==> src/rtl/haz_pkg.sv <==
// Shared constants, shadow-stage record and register-match helper for the
// hazard request generator.
package haz_pkg;

  localparam int REQ_DATA = 7;
  localparam int REQ_STR  = 6;
  localparam int REQ_CTRL = 4;
  localparam int REQ_FWRD = 3;
  localparam int REQ_CRCT = 2;

  localparam logic [1:0] FWD_NONE = 2'b00;
  localparam logic [1:0] FWD_EX   = 2'b01;
  localparam logic [1:0] FWD_MEM  = 2'b10;

  // Widest register index a shadow stage can hold; narrower indices are zero-extended.
  localparam int RD_W = 8;

  typedef struct packed {
    logic            vld;
    logic [RD_W-1:0] rd;
    logic            load;
    logic            branch;
    logic            pred;
  } shadow_t;

  localparam shadow_t SHADOW_BUBBLE = '0;

  // r0 is hardwired, so a write to it can never create a dependency.
  function automatic logic reg_match(input shadow_t s, input logic [RD_W-1:0] idx);
    return s.vld && (s.rd == idx) && (idx != '0);
  endfunction

endpackage

==> src/rtl/haz_shadow_stage.sv <==
// One shadow pipeline register: captures the incoming record when take is
// high, otherwise inserts a bubble.
module haz_shadow_stage
  import haz_pkg::*;
(
  input  logic    clk,
  input  logic    rst,
  input  logic    take,
  input  shadow_t d,
  output shadow_t q
);

  always_ff @(posedge clk) begin
    if (rst)       q <= SHADOW_BUBBLE;
    else if (take) q <= d;
    else           q <= SHADOW_BUBBLE;
  end

endmodule

==> src/rtl/haz_req_gen.sv <==
// Request side of the hazard resolver: shadows EX/MEM, compares against ID and
// emits the registered request vector, forward selects and a stall watchdog.
module haz_req_gen
  import haz_pkg::*;
#(
  parameter int RW        = 5,
  parameter int STALL_MAX = 15
) (
  input  logic          clk,
  input  logic          rst,
  input  logic          id_vld,
  input  logic [RW-1:0] id_rs1,
  input  logic [RW-1:0] id_rs2,
  input  logic [RW-1:0] id_rd,
  input  logic          id_load,
  input  logic          id_store,
  input  logic          id_branch,
  input  logic          id_br_pred,
  input  logic          ex_br_taken,
  input  logic          resolved,
  input  logic          pc_freeze,
  input  logic          do_flush,
  output logic [7:0]    req_vec,
  output logic [1:0]    fwd_a,
  output logic [1:0]    fwd_b,
  output logic          issue,
  output logic          stall_err
);

  localparam int WDW = $clog2(STALL_MAX + 1);
  localparam logic [WDW-1:0] WD_MAX = WDW'(STALL_MAX);

  shadow_t ex_q, mem_q, id_s;
  logic [RD_W-1:0] rs1_x, rs2_x;
  logic [7:0] req_next;
  logic m1_ex, m1_mem, m2_ex, m2_mem;
  logic lu1, lu2, fw1, fw2, lu_any, str_only;
  logic data_c, fwrd_c, ctrl_c, crct_c;
  logic [WDW-1:0] wd_cnt;

  // A flush outranks a freeze: either way nothing enters EX.
  assign issue = id_vld & ~pc_freeze & ~do_flush;
  assign rs1_x = RD_W'(id_rs1);
  assign rs2_x = RD_W'(id_rs2);

  always_comb begin
    id_s        = SHADOW_BUBBLE;
    id_s.vld    = 1'b1;
    id_s.rd     = RD_W'(id_rd);
    id_s.load   = id_load;
    id_s.branch = id_branch;
    id_s.pred   = id_br_pred;
  end

  haz_shadow_stage u_ex (
    .clk  (clk),
    .rst  (rst),
    .take (issue),
    .d    (id_s),
    .q    (ex_q)
  );

  haz_shadow_stage u_mem (
    .clk  (clk),
    .rst  (rst),
    .take (1'b1),
    .d    (ex_q),
    .q    (mem_q)
  );

  always_comb begin
    m1_ex  = id_vld & reg_match(ex_q,  rs1_x);
    m1_mem = id_vld & reg_match(mem_q, rs1_x);
    m2_ex  = id_vld & reg_match(ex_q,  rs2_x);
    m2_mem = id_vld & reg_match(mem_q, rs2_x);
    lu1    = m1_ex & ex_q.load;
    lu2    = m2_ex & ex_q.load;
    fw1    = (m1_ex | m1_mem) & ~lu1;
    fw2    = (m2_ex | m2_mem) & ~lu2;
    lu_any = lu1 | lu2;
    // Store data alone waiting on a load is a store hazard, not a data stall.
    str_only = id_store & lu2 & ~lu1;
    data_c   = (lu_any & ~str_only) | fw1 | fw2;
    fwrd_c   = (fw1 | fw2) & ~lu_any;
    ctrl_c   = ex_q.vld & ex_q.branch;
    crct_c   = ctrl_c & (ex_br_taken == ex_q.pred);

    fwd_a = lu1 ? FWD_NONE : m1_ex ? FWD_EX : m1_mem ? FWD_MEM : FWD_NONE;
    fwd_b = lu2 ? FWD_NONE : m2_ex ? FWD_EX : m2_mem ? FWD_MEM : FWD_NONE;

    req_next           = '0;
    req_next[REQ_DATA] = data_c;
    req_next[REQ_STR]  = str_only;
    req_next[REQ_CTRL] = ctrl_c;
    req_next[REQ_FWRD] = fwrd_c;
    req_next[REQ_CRCT] = crct_c;
  end

  always_ff @(posedge clk) begin
    if (rst) req_vec <= '0;
    else     req_vec <= req_next;
  end

  always_ff @(posedge clk) begin
    if (rst) begin
      wd_cnt    <= '0;
      stall_err <= 1'b0;
    end else if (pc_freeze & ~resolved) begin
      if (wd_cnt != WD_MAX) wd_cnt <= wd_cnt + WDW'(1);
      if (wd_cnt >= WD_MAX - WDW'(1)) stall_err <= 1'b1;
    end else begin
      wd_cnt <= '0;
    end
  end

endmodule

==> config.mk <==
export PLATFORM = sky130hd
export DESIGN_NAME = haz_req_gen
export DESIGN_NICKNAME = d
export VERILOG_FILES = /design/src/rtl/haz_pkg.sv /design/src/rtl/haz_shadow_stage.sv /design/src/rtl/haz_req_gen.sv
export SDC_FILE = /design/constraint.sdc
export NUM_CORES = 1
export LEC_CHECK = 0
export ABC_CLOCK_PERIOD_IN_PS = 4400
export CORE_UTILIZATION = 47
export DETAILED_ROUTE_END_ITERATION = 10
export PLACE_DENSITY_LB_ADDON = 0.25
export SYNTH_ARGS = -nofsm -noshare
export SYNTH_HDL_FRONTEND = slang
export SYNTH_SLANG_ARGS = --single-unit
==> constraint.sdc <==
create_clock -name clk -period 4.4 [get_ports clk]
set_input_delay 1.32 -clock clk [delete_from_list [all_inputs] [get_ports clk]]
set_output_delay 1.32 -clock clk [all_outputs]
set_load 0.05 [all_outputs]
# ---- Word level (Yosys, flattened, before mapping)
# Cells that the tools add are included.
dict set report classes {
  n_div 0
  n_bitwise 32
  n_mux 7
  eq_ne 6
  n_lt_le_gt_ge 1
  multipliers 0
  n_shift 0
  n_reduce_logical 13
  addsub 1
}
# cell n
set ops {}
lappend ops {{$eq 8x5->1} 4}
lappend ops {{$and 1x1->1} 17}
lappend ops {{$reduce_bool 8->1} 2}
lappend ops {{$mux 12} 1}
lappend ops {{$mux 2} 6}
lappend ops {{$not 1->1} 9}
lappend ops {{$logic_and 1x1->1} 8}
lappend ops {{$or 1x1->1} 6}
lappend ops {{$add 4x1->4 const B} 1}
lappend ops {{$ge 4x4->1 const B} 1}
lappend ops {{$ne 4x4->1 const B} 1}
lappend ops {{$reduce_or 2->1} 2}
lappend ops {{$reduce_and 2->1} 1}
lappend ops {{$eq 1x1->1} 1}
dict set report word_totals {
  regBits 34
  latchBits 0
  mem_count 0
  ramBits 0
  output_inout_bits 14
  romBits 0
  in_bits 26
}

# ---- Longest topological paths before layout
# Gate-level depths: netlist (run 1).
dict set report logic_depth {
  ltp_word 11
  depth_mapped 6
  ltp_nobuf 6
}

# ---- Modules after synthesis
# From an unflattened synthesis (run 1), not the netlist that was laid out.
dict set report hier_totals {
  cells_unflattened 146
  area_unflattened_um2 1501.4
}
# module area_each_um2 n_inst seq_area_each_um2 cells_each
set by_module_without_submodules {}
lappend by_module_without_submodules {haz_req_gen 773.2 1 200.2 94}
lappend by_module_without_submodules {haz_shadow_stage 364.1 2 240.2 26}

# ---- Worst setup path after synthesis (run 1)
# No wires, ideal clock.
dict set report synth_path {
  path_kind {input to output}
  start {input id_rs1[4]}
  end {output fwd_a[0]}
  arrival_ns 2.811
  slack_ns 0.269
  stages 4
  cell_sequence {xnor2_1 nand4_1 nor4_1 nor2b_1}
}
dict set report synth_between {
  elab_chain_len 6
  word_cells_on_any_way 8
}
# item line_no
set synth_lines {}
lappend synth_lines {{start, declared} haz_req_gen.sv:12} ;# input logic [RW-1:0] id_rs1,
lappend synth_lines {{$eq 8x5->1} haz_pkg.sv:30} ;# return s.vld && (s.rd == idx) && (idx != '0);
lappend synth_lines {{$logic_and 1x1->1} haz_pkg.sv:30}
lappend synth_lines {{$logic_and 1x1->1 (*)} haz_pkg.sv:30}
lappend synth_lines {{$and 1x1->1 (*)} haz_req_gen.sv:72} ;# m1_ex = id_vld & reg_match(ex_q, rs1_x);
lappend synth_lines {{$mux 2 / $and 1x1->1 (equally long branches)} {haz_req_gen.sv:88, haz_req_gen.sv:76}}
lappend synth_lines {{$mux 2 (*)} haz_req_gen.sv:88} ;# fwd_a = lu1 ? FWD_NONE : m1_ex ? FWD_EX : m1_mem ? FWD_MEM : FWD_NONE;
lappend synth_lines {{end, declared} haz_req_gen.sv:24} ;# output logic [1:0] fwd_a,
# Mark *: on every way between the ends. The rest lies on a longest branch, timed or not.

# ---- Worst setup path in the final report (run 1)
dict set report layout_path {
  start {input id_rs2[0]}
  end {output fwd_b[1]}
}
dict set report layout_between {
  elab_chain_len 7
  word_cells_on_any_way 13
}
# item line_no
set layout_lines {}
lappend layout_lines {{start, declared} haz_req_gen.sv:13} ;# input logic [RW-1:0] id_rs2,
lappend layout_lines {{$eq 8x5->1} haz_pkg.sv:30}
lappend layout_lines {{$logic_and 1x1->1 (2 in a row)} haz_pkg.sv:30}
lappend layout_lines {{$and 1x1->1} haz_req_gen.sv:75} ;# m2_mem = id_vld & reg_match(mem_q, rs2_x);
lappend layout_lines {{$mux 2 (2 in a row)} haz_req_gen.sv:89} ;# fwd_b = lu2 ? FWD_NONE : m2_ex ? FWD_EX : m2_mem ? FWD_MEM : FWD_NONE;
lappend layout_lines {{$mux 2 (*)} haz_req_gen.sv:89}
lappend layout_lines {{end, declared} haz_req_gen.sv:25} ;# output logic [1:0] fwd_b,
# Marks and branches as above.

==> results of run 1 <==
-- routing by layer --
layer	up-vias	track usage (%)
met3	4	3.27
li1	478	-
met5	-	0
met1	441	22.6
met2	33	37.1
met4	0	9.72
-- worst reg2reg max path: stages (launching register included) --
cell	delay, ps
dfxtp_1	420
xnor2_1	150
nand4_1	140
nor4_2	350
buf_4	190
mux2i_1	190
a21oi_1	90
-- synth_stat cells (all sizes together) --
library cell / count / share of area [%]
buf: 3 / 2.0
nor4b: 1 / 0.77
a221o: 1 / 0.88
o211ai: 1 / 0.66
ha: 2 / 2.2
conb: 1 / 0.33
xor2: 3 / 2.3
xnor2: 17 / 13
or3b: 1 / 0.77
nor2: 10 / 3.5
and2b: 1 / 0.66
nand4: 3 / 1.7
clkbuf: 2 / 0.66
nor3b: 2 / 1.3
nor2b: 10 / 5.5
or4: 2 / 1.3
o221ai: 1 / 0.77
nand2: 5 / 1.7
and3: 1 / 0.55
mux2i: 1 / 0.88
inv: 3 / 1.0
and2: 9 / 5.0
nand3: 2 / 0.88
o21a: 1 / 0.66
nor4: 5 / 3.3
a21oi: 1 / 0.44
nor3: 2 / 0.88
dfxtp: 25 / 44
a211oi: 2 / 1.3
a31oi: 1 / 0.55
-- path summary, 6_finish.rpt --
path | startpoint | to | slack, ps | cells past startpoint
worst min register to register | u_ex.q[1]$_SDFF_PP0_ | req_vec[4]$_SDFF_PP0_ | 470 | 1
worst min-delay path | u_ex.q[1]$_SDFF_PP0_ | req_vec[4]$_SDFF_PP0_ | 470 | 1
worst max register to register | u_ex.q[4]$_SDFF_PP0_ | req_vec[7]$_SDFF_PP0_ | 2760 | 6
worst max-delay path | id_rs2[0] | fwd_b[1] | 70 | 6
-- state kept, by name, indices dropped and copies added (netlist names) --
| name | flops |
|---|---|
| u_ex.q | 9 |
| wd_cnt | 4 |
| stall_err | 1 |
| u_mem.q | 6 |
| req_vec | 5 |
-- where the power goes --
| part | switching, mW | internal [mW] |
|---|---|---|
| combinational | 0.0230 | 0.0304 |
| clock | 0.0594 | 0.0353 |
| sequential | 0.00246 | 0.229 |
| total | 0.0849 | 0.295 |
-- cell type report --
class | instances | area, um^2
fill | 194 | 643
timing repair buffer | 39 | 420
multi-input combinational | 88 | 597
tap | 28 | 35.0
sequential | 25 | 500
clock buffer | 4 | 26.3
inverter | 3 | 11.3
-- logic make-up (layout without fill, tap and decap cells) --
family | count (synthesis) | count (layout) | share of synthesized area (%)
fa+ha+maj | 2 | 2 | 2.21
flops | 25 | 25 | 44.2
mux | 1 | 1 | 0.885
simple gates | 54 | 54 | 27.9
compound gates | 8 | 8 | 5.31
other cells | 1 | 3 | 0.332
xor+xnor | 20 | 20 | 15.5
buf+inv | 8 | 46 | 3.65
-- through the flow --
step | utilization [%] | worst slack, ps | cell area, um^2
2_1_floorplan | - | 269 | 1140
4_1_cts | 71.2 | 89.2 | 1590
3_3_place_gp | 70.0 | 117 | 1560
3_5_place_dp | 70.0 | 99.6 | 1560
5_1_grt | 71.2 | 1.22 | 1590
6_report | 71.2 | 74.8 | 1590
==> results by group, run 1 <==
Run status
  – Status: finished, final reports clean

Clock tree
  – Skew-Pair Late Insertion Delay: 300 ps
  – Max Buffers Root-to-Sink: 2
  – Num CTS Buffers: 3
  – H-tree depth: 1
  – Root buf cell: clkbuf_4
  – Clock sinks: 25
  – Post-CTS resize count: 0
  – Worst-path clk slew: 120 ps
  – CTS tree: yes
  – Postcts setup bufs: 0
  – Hold_buf cts: 0

Global route
  – Largest net degree at the start of global routing: 14
  – First-pass GRT wire length: 3990 um
  – GRT Util Overall: 20.3%
  – Vias in the first global route: 966
  – Initial antenna violation count: 0
  – GR Overflow Total: 0

Timing
  – Final worst-path cycle share: 98.3%
  – Transition time of the tightest slew-check pin: 506 ps
  – Fin. Hold Viols: 0
  – Final Skew: 3.37 ps
  – # setup viols final: 0
  – Unrepaired setup endpoints after global routing: false
  – Slew Viols, Final: 0
  – Setup TNS Final: 0 ps
  – Tmin final: 4330 ps
  – Worst slew margin: 66.2%
  – Max Fclk: 231 MHz
  – Worst Hold Slack: 468 ps

Route
  – Metal-1 WL: 963 um
  – DR pass1 iterations: 4
  – Initial DRC count: 19
  – Via density: 5.11
  – Vias: 956
  – Wire per inst: 12.4 um
  – Final ANT Viol Nets: 0
  – DRC violation count after routing: 0
  – Routed met3 length: 100 um
  – Total wire length: 2320 um
  – Uppermost layer routed: met4
  – Met2 Wirelength: 1230 um

Die
  – Initial Utilization: 50.6%
  – Die X: 51.1 um
  – Die area: 2610 um^2
  – Die Y: 51.1 um
  – I/O pin cnt: 40
  – Row cnt: 17
  – Core ar.: 2230 um^2

Synthesis
  – #FFs+latches synth: 25
  – Avg Inst Size Synth: 9.50 um^2
  – Yosys cell types: 32
  – Post-synthesis cell count: 119
  – Part of the Yosys area used for sequential elements: 44.2%
  – Yosys warns: 0
  – Netlist Area Pre-Place: 1130 um^2

Placed design
  – Port Buffers: 36
  – Dpl cells: 183
  – Final GP Congestion: 0.946
  – DP HPWL: 1960 um

Power and ir drop
  – Final Total Pwr: 379 uW
  – Peak supply drop: 0.000215 V
  – Pwr Density: 239 nW/um^2
  – Leak Pwr: 0.582 nW

Hold path
  – HP Class: register to register

Worst setup path
  – Worst EP arrival: 3010 ps
  – Critical-path cell with the highest stage delay: clkdlybuf4s50_1
  – CP max stage delay: 550 ps
  – CP Cell Sequence: clkdlybuf4s50_1 -> inv_1 -> a221o_1 -> nor4_1 -> and2b_1 -> buf_12
  – Worst path bufs/invs: 3
  – Crit Path Max Fanout: 3
  – Critical Path End Type: primary output
  – CP Class: input pin to primary output
  – CP top delay family: buffers and inverters
  – Critical path required time: 3080 ps
  – Critical Path Source Type: input pin

Layout
  – Fin nets: 188
  – Leading cell type in the layout, fill and taps excluded: clkdlybuf4s50_1
  – Share of cells above drive strength 1: 8.81%
  – Most frequent cells in the layout: clkdlybuf4s50_1, dfxtp_1, xnor2_1, nor2b_1
  – Layout Cells excl Fill: 187
  – Syn-to-layout area delta: 40.6%
  – Antenna diodes: 0

Job
  – Max cap viols: 0
Note: power is estimated with default switching activity, not from simulation.
==> inputs of run 2 (changes only) <==
HOLD_SLACK_MARGIN = 0.1   (was default)
==> results of run 2 <==
The final DEF is identical to that of run 1; final timing and power are the same.
==> inputs of run 3 (changes only) <==
ABC_CLOCK_PERIOD_IN_PS = 4500   (was 4400)
CORE_UTILIZATION = 44   (was 47)
clock period = 4.5 ns   (was 4.4 ns; I/O delays follow)
==> results by group, run 3 (synthesis gave the netlist of run 1 again) <==
Run status
  – Status: finished, final reports clean

Layout
  – Leading cell type in the layout, fill and taps excluded: clkdlybuf4s50_1
  – Antenna diodes: 0 (unchanged)
  – Fin nets: 189 (+0.53%)
  – Biggest regs: u_ex.q x9, u_mem.q x6, req_vec x5
  – Biggest register: u_ex.q
  – Most frequent cells in the layout: clkdlybuf4s50_1, dfxtp_1, xnor2_1, nor2b_1
  – Share of cells above drive strength 1: 11.9% (+3.1 points)
  – Syn-to-layout area delta: 43.3%
  – Fillers: 210 (+8.2%)
  – Layout Cells excl Fill: 190 (+1.6%)
  – Largest register FFs: 9 (unchanged)
  – Final instance area: 1620 um^2 (+1.9%)

Global route
  – GR Overflow Total: 0 (unchanged)
  – Largest net degree at the start of global routing: 15 (+1)
  – Initial antenna violation count: 0 (unchanged)
  – GRT Util Overall: 18.3% (-2.1 points)
  – First-pass GRT wire length: 3690 um (-7.4%)
  – Vias in the first global route: 906 (-6.2%)

Timing
  – Setup TNS Final: 0 ps (unchanged)
  – Max Fclk: 225 MHz
  – Fin. Hold Viols: 0 (unchanged)
  – PnR worst setup slack: 55.9 ps (-18.9 ps)
  – Tmin final: 4440 ps
  – Final Skew: 8.68 ps (+5.32 ps)
  – Worst Hold Slack: 473 ps (+4.53 ps)
  – Slew Viols, Final: 0 (unchanged)
  – Worst slew margin: 66.1% (-0.099 points)
  – Transition time of the tightest slew-check pin: 507 ps (+1.48 ps)
  – Final worst-path cycle share: 98.8%
  – # setup viols final: 0 (unchanged)

Die
  – Core ar.: 2450 um^2 (+9.9%)
  – Initial Utilization: 46.1% (-4.6 points)
  – Die Y: 52.7 um (+3.2%)
  – Row cnt: 18 (+1)
  – I/O pin cnt: 40 (unchanged)
  – Die X: 52.7 um (+3.2%)
  – Die area: 2780 um^2 (+6.5%)

Worst setup path
  – Crit Path Max Fanout: 5 (+2)
  – CP top delay family: simple AND/OR/NAND/NOR gates
  – Worst path bufs/invs: 2 (-1)
  – CP Cell Sequence: clkdlybuf4s50_1 -> or4_1 -> nor2_1 -> nor4_2 -> nor2b_1 -> buf_12
  – Critical path required time: 3150 ps (+70 ps)
  – Critical Path Source Type: input pin
  – Critical-path cell with the highest stage delay: or4_1
  – CP Class: input pin to primary output
  – Critical Path End Type: primary output
  – Worst EP arrival: 3090 ps (+80 ps)
  – CP max stage delay: 550 ps (about the same)

Clock tree
  – Worst-path clk slew: 130 ps (about the same)
  – Skew-Pair Late Insertion Delay: 320 ps (+20 ps)
  – CTS tree: yes
  – Hold_buf cts: 0 (unchanged)
  – Num CTS Buffers: 3 (unchanged)
  – H-tree depth: 1 (unchanged)
  – Clock sinks: 25 (unchanged)
  – Postcts setup bufs: 0 (unchanged)
  – Root buf cell: clkbuf_4
  – Max Buffers Root-to-Sink: 2 (unchanged)

Route
  – Wire per inst: 12.2 um (-1.2%)
  – Uppermost layer routed: met4
  – DR pass1 iterations: 4 (unchanged)
  – Initial DRC count: 6 (-13)
  – Met2 Wirelength: 1210 um (-1.5%)
  – Vias: 952 (-0.42%)
  – Final ANT Viol Nets: 0 (unchanged)
  – Routed met3 length: 91 um (-9.0%)
  – Total wire length: 2330 um (+0.34%)
  – Via density: 5.01 (-2.0%)
  – DRC violation count after routing: 0 (unchanged)
  – Metal-1 WL: 966 um (+0.31%)

Power and ir drop
  – Logic pwr share: 14.5% (+0.4 points)
  – Switch Pwr: 88.0 uW (+3.7%)
  – Sw frac: 23.4% (+1.1 points)
  – Pwr Density: 232 nW/um^2 (-2.9%)
  – Peak supply drop: 0.000212 V (-1.2%)
  – Clock power frac: 25.3% (+0.3 points)
  – Seq pwr share: 60.3% (-0.7 points)
  – Leak Pwr: 0.590 nW (+1.4%)
  – Pint: 287 uW (-2.4%)

Placed design
  – Dpl cells: 186 (+1.6%)
  – Final GP Congestion: 0.922 (-2.6%)
  – DP HPWL: 1850 um (-5.3%)
  – Placement Cell Area: 1570 um^2 (+0.64%)
  – Port Buffers: 36 (unchanged)
  – Worst slack, placed: 37.8 ps (-61.8 ps)

Job
  – Max cap viols: 0 (unchanged)

Hold path
  – HP Class: register to register
==> run 3: layer usage <==
| metal | up-vias | global-route usage, % |
|---|---|---|
| met5 | - | 0 |
| met4 | 0 | 11.4 |
| met3 | 7 | 2.03 |
| met2 | 28 | 32.7 |
| met1 | 436 | 20.2 |
| li1 | 481 | - |
==> run 3: area by class of cell <==
| type | instances | area [um^2] | area share (%) |
|---|---|---|---|
| clock inverter | 1 | 5.00 | 0.309 |
| sequential | 25 | 500 | 30.9 |
| clock buffer | 3 | 22.5 | 1.39 |
| timing repair buffer | 40 | 428 | 26.4 |
| inverter | 3 | 11.3 | 0.695 |
| tap | 30 | 37.5 | 2.32 |
| multi-input combinational | 88 | 616 | 38.0 |
==> run 3: timing repair <==
item,4_1_cts,5_1_grt
endpoints found under the setup margin,0,4
gates resized for setup,0,3
hold endpoints to repair,0,0
==> run 3: worst paths after layout <==
check | slack (ps) | cells after the start | endpoint | from
max | 60 | 6 | fwd_a[1] | id_rs1[1]
min | 470 | 1 | req_vec[4]$_SDFF_PP0_ | u_ex.q[1]$_SDFF_PP0_
max reg2reg | 2990 | 6 | req_vec[3]$_SDFF_PP0_ | u_ex.q[7]$_SDFF_PP0_
min reg2reg | 470 | 1 | req_vec[4]$_SDFF_PP0_ | u_ex.q[1]$_SDFF_PP0_
==> run 3: worst register-to-register path: cells and delay by family (launching register included) <==
family	cells	cell delay, ps
compound gates	1	100
simple gates	3	520
buf+inv	1	190
flops	1	430
xor+xnor	1	150
==> run 3: through the flow <==
| stage | utilization [%] | total power [mW] |
|---|---|---|
| 3_3_place_gp | 64.1 | 0.283 |
| 5_1_grt | 66.0 | 0.394 |
| 2_1_floorplan | - | 0.256 |
| 6_report | 66.0 | 0.375 |
| 4_1_cts | 65.2 | 0.379 |
| 3_5_place_dp | 64.1 | 0.284 |
==> run 3: power by group through the flow <==
stage | Sequential [mW] | Clock [mW] | Combinational (mW)
floorplan | 0.231 | 0 | 0.0252
global placement | 0.231 | 0 | 0.0518
detailed placement | 0.231 | 0 | 0.0531
CTS | 0.226 | 0.0991 | 0.0534
global route | 0.227 | 0.109 | 0.0579
finish | 0.226 | 0.0949 | 0.0543
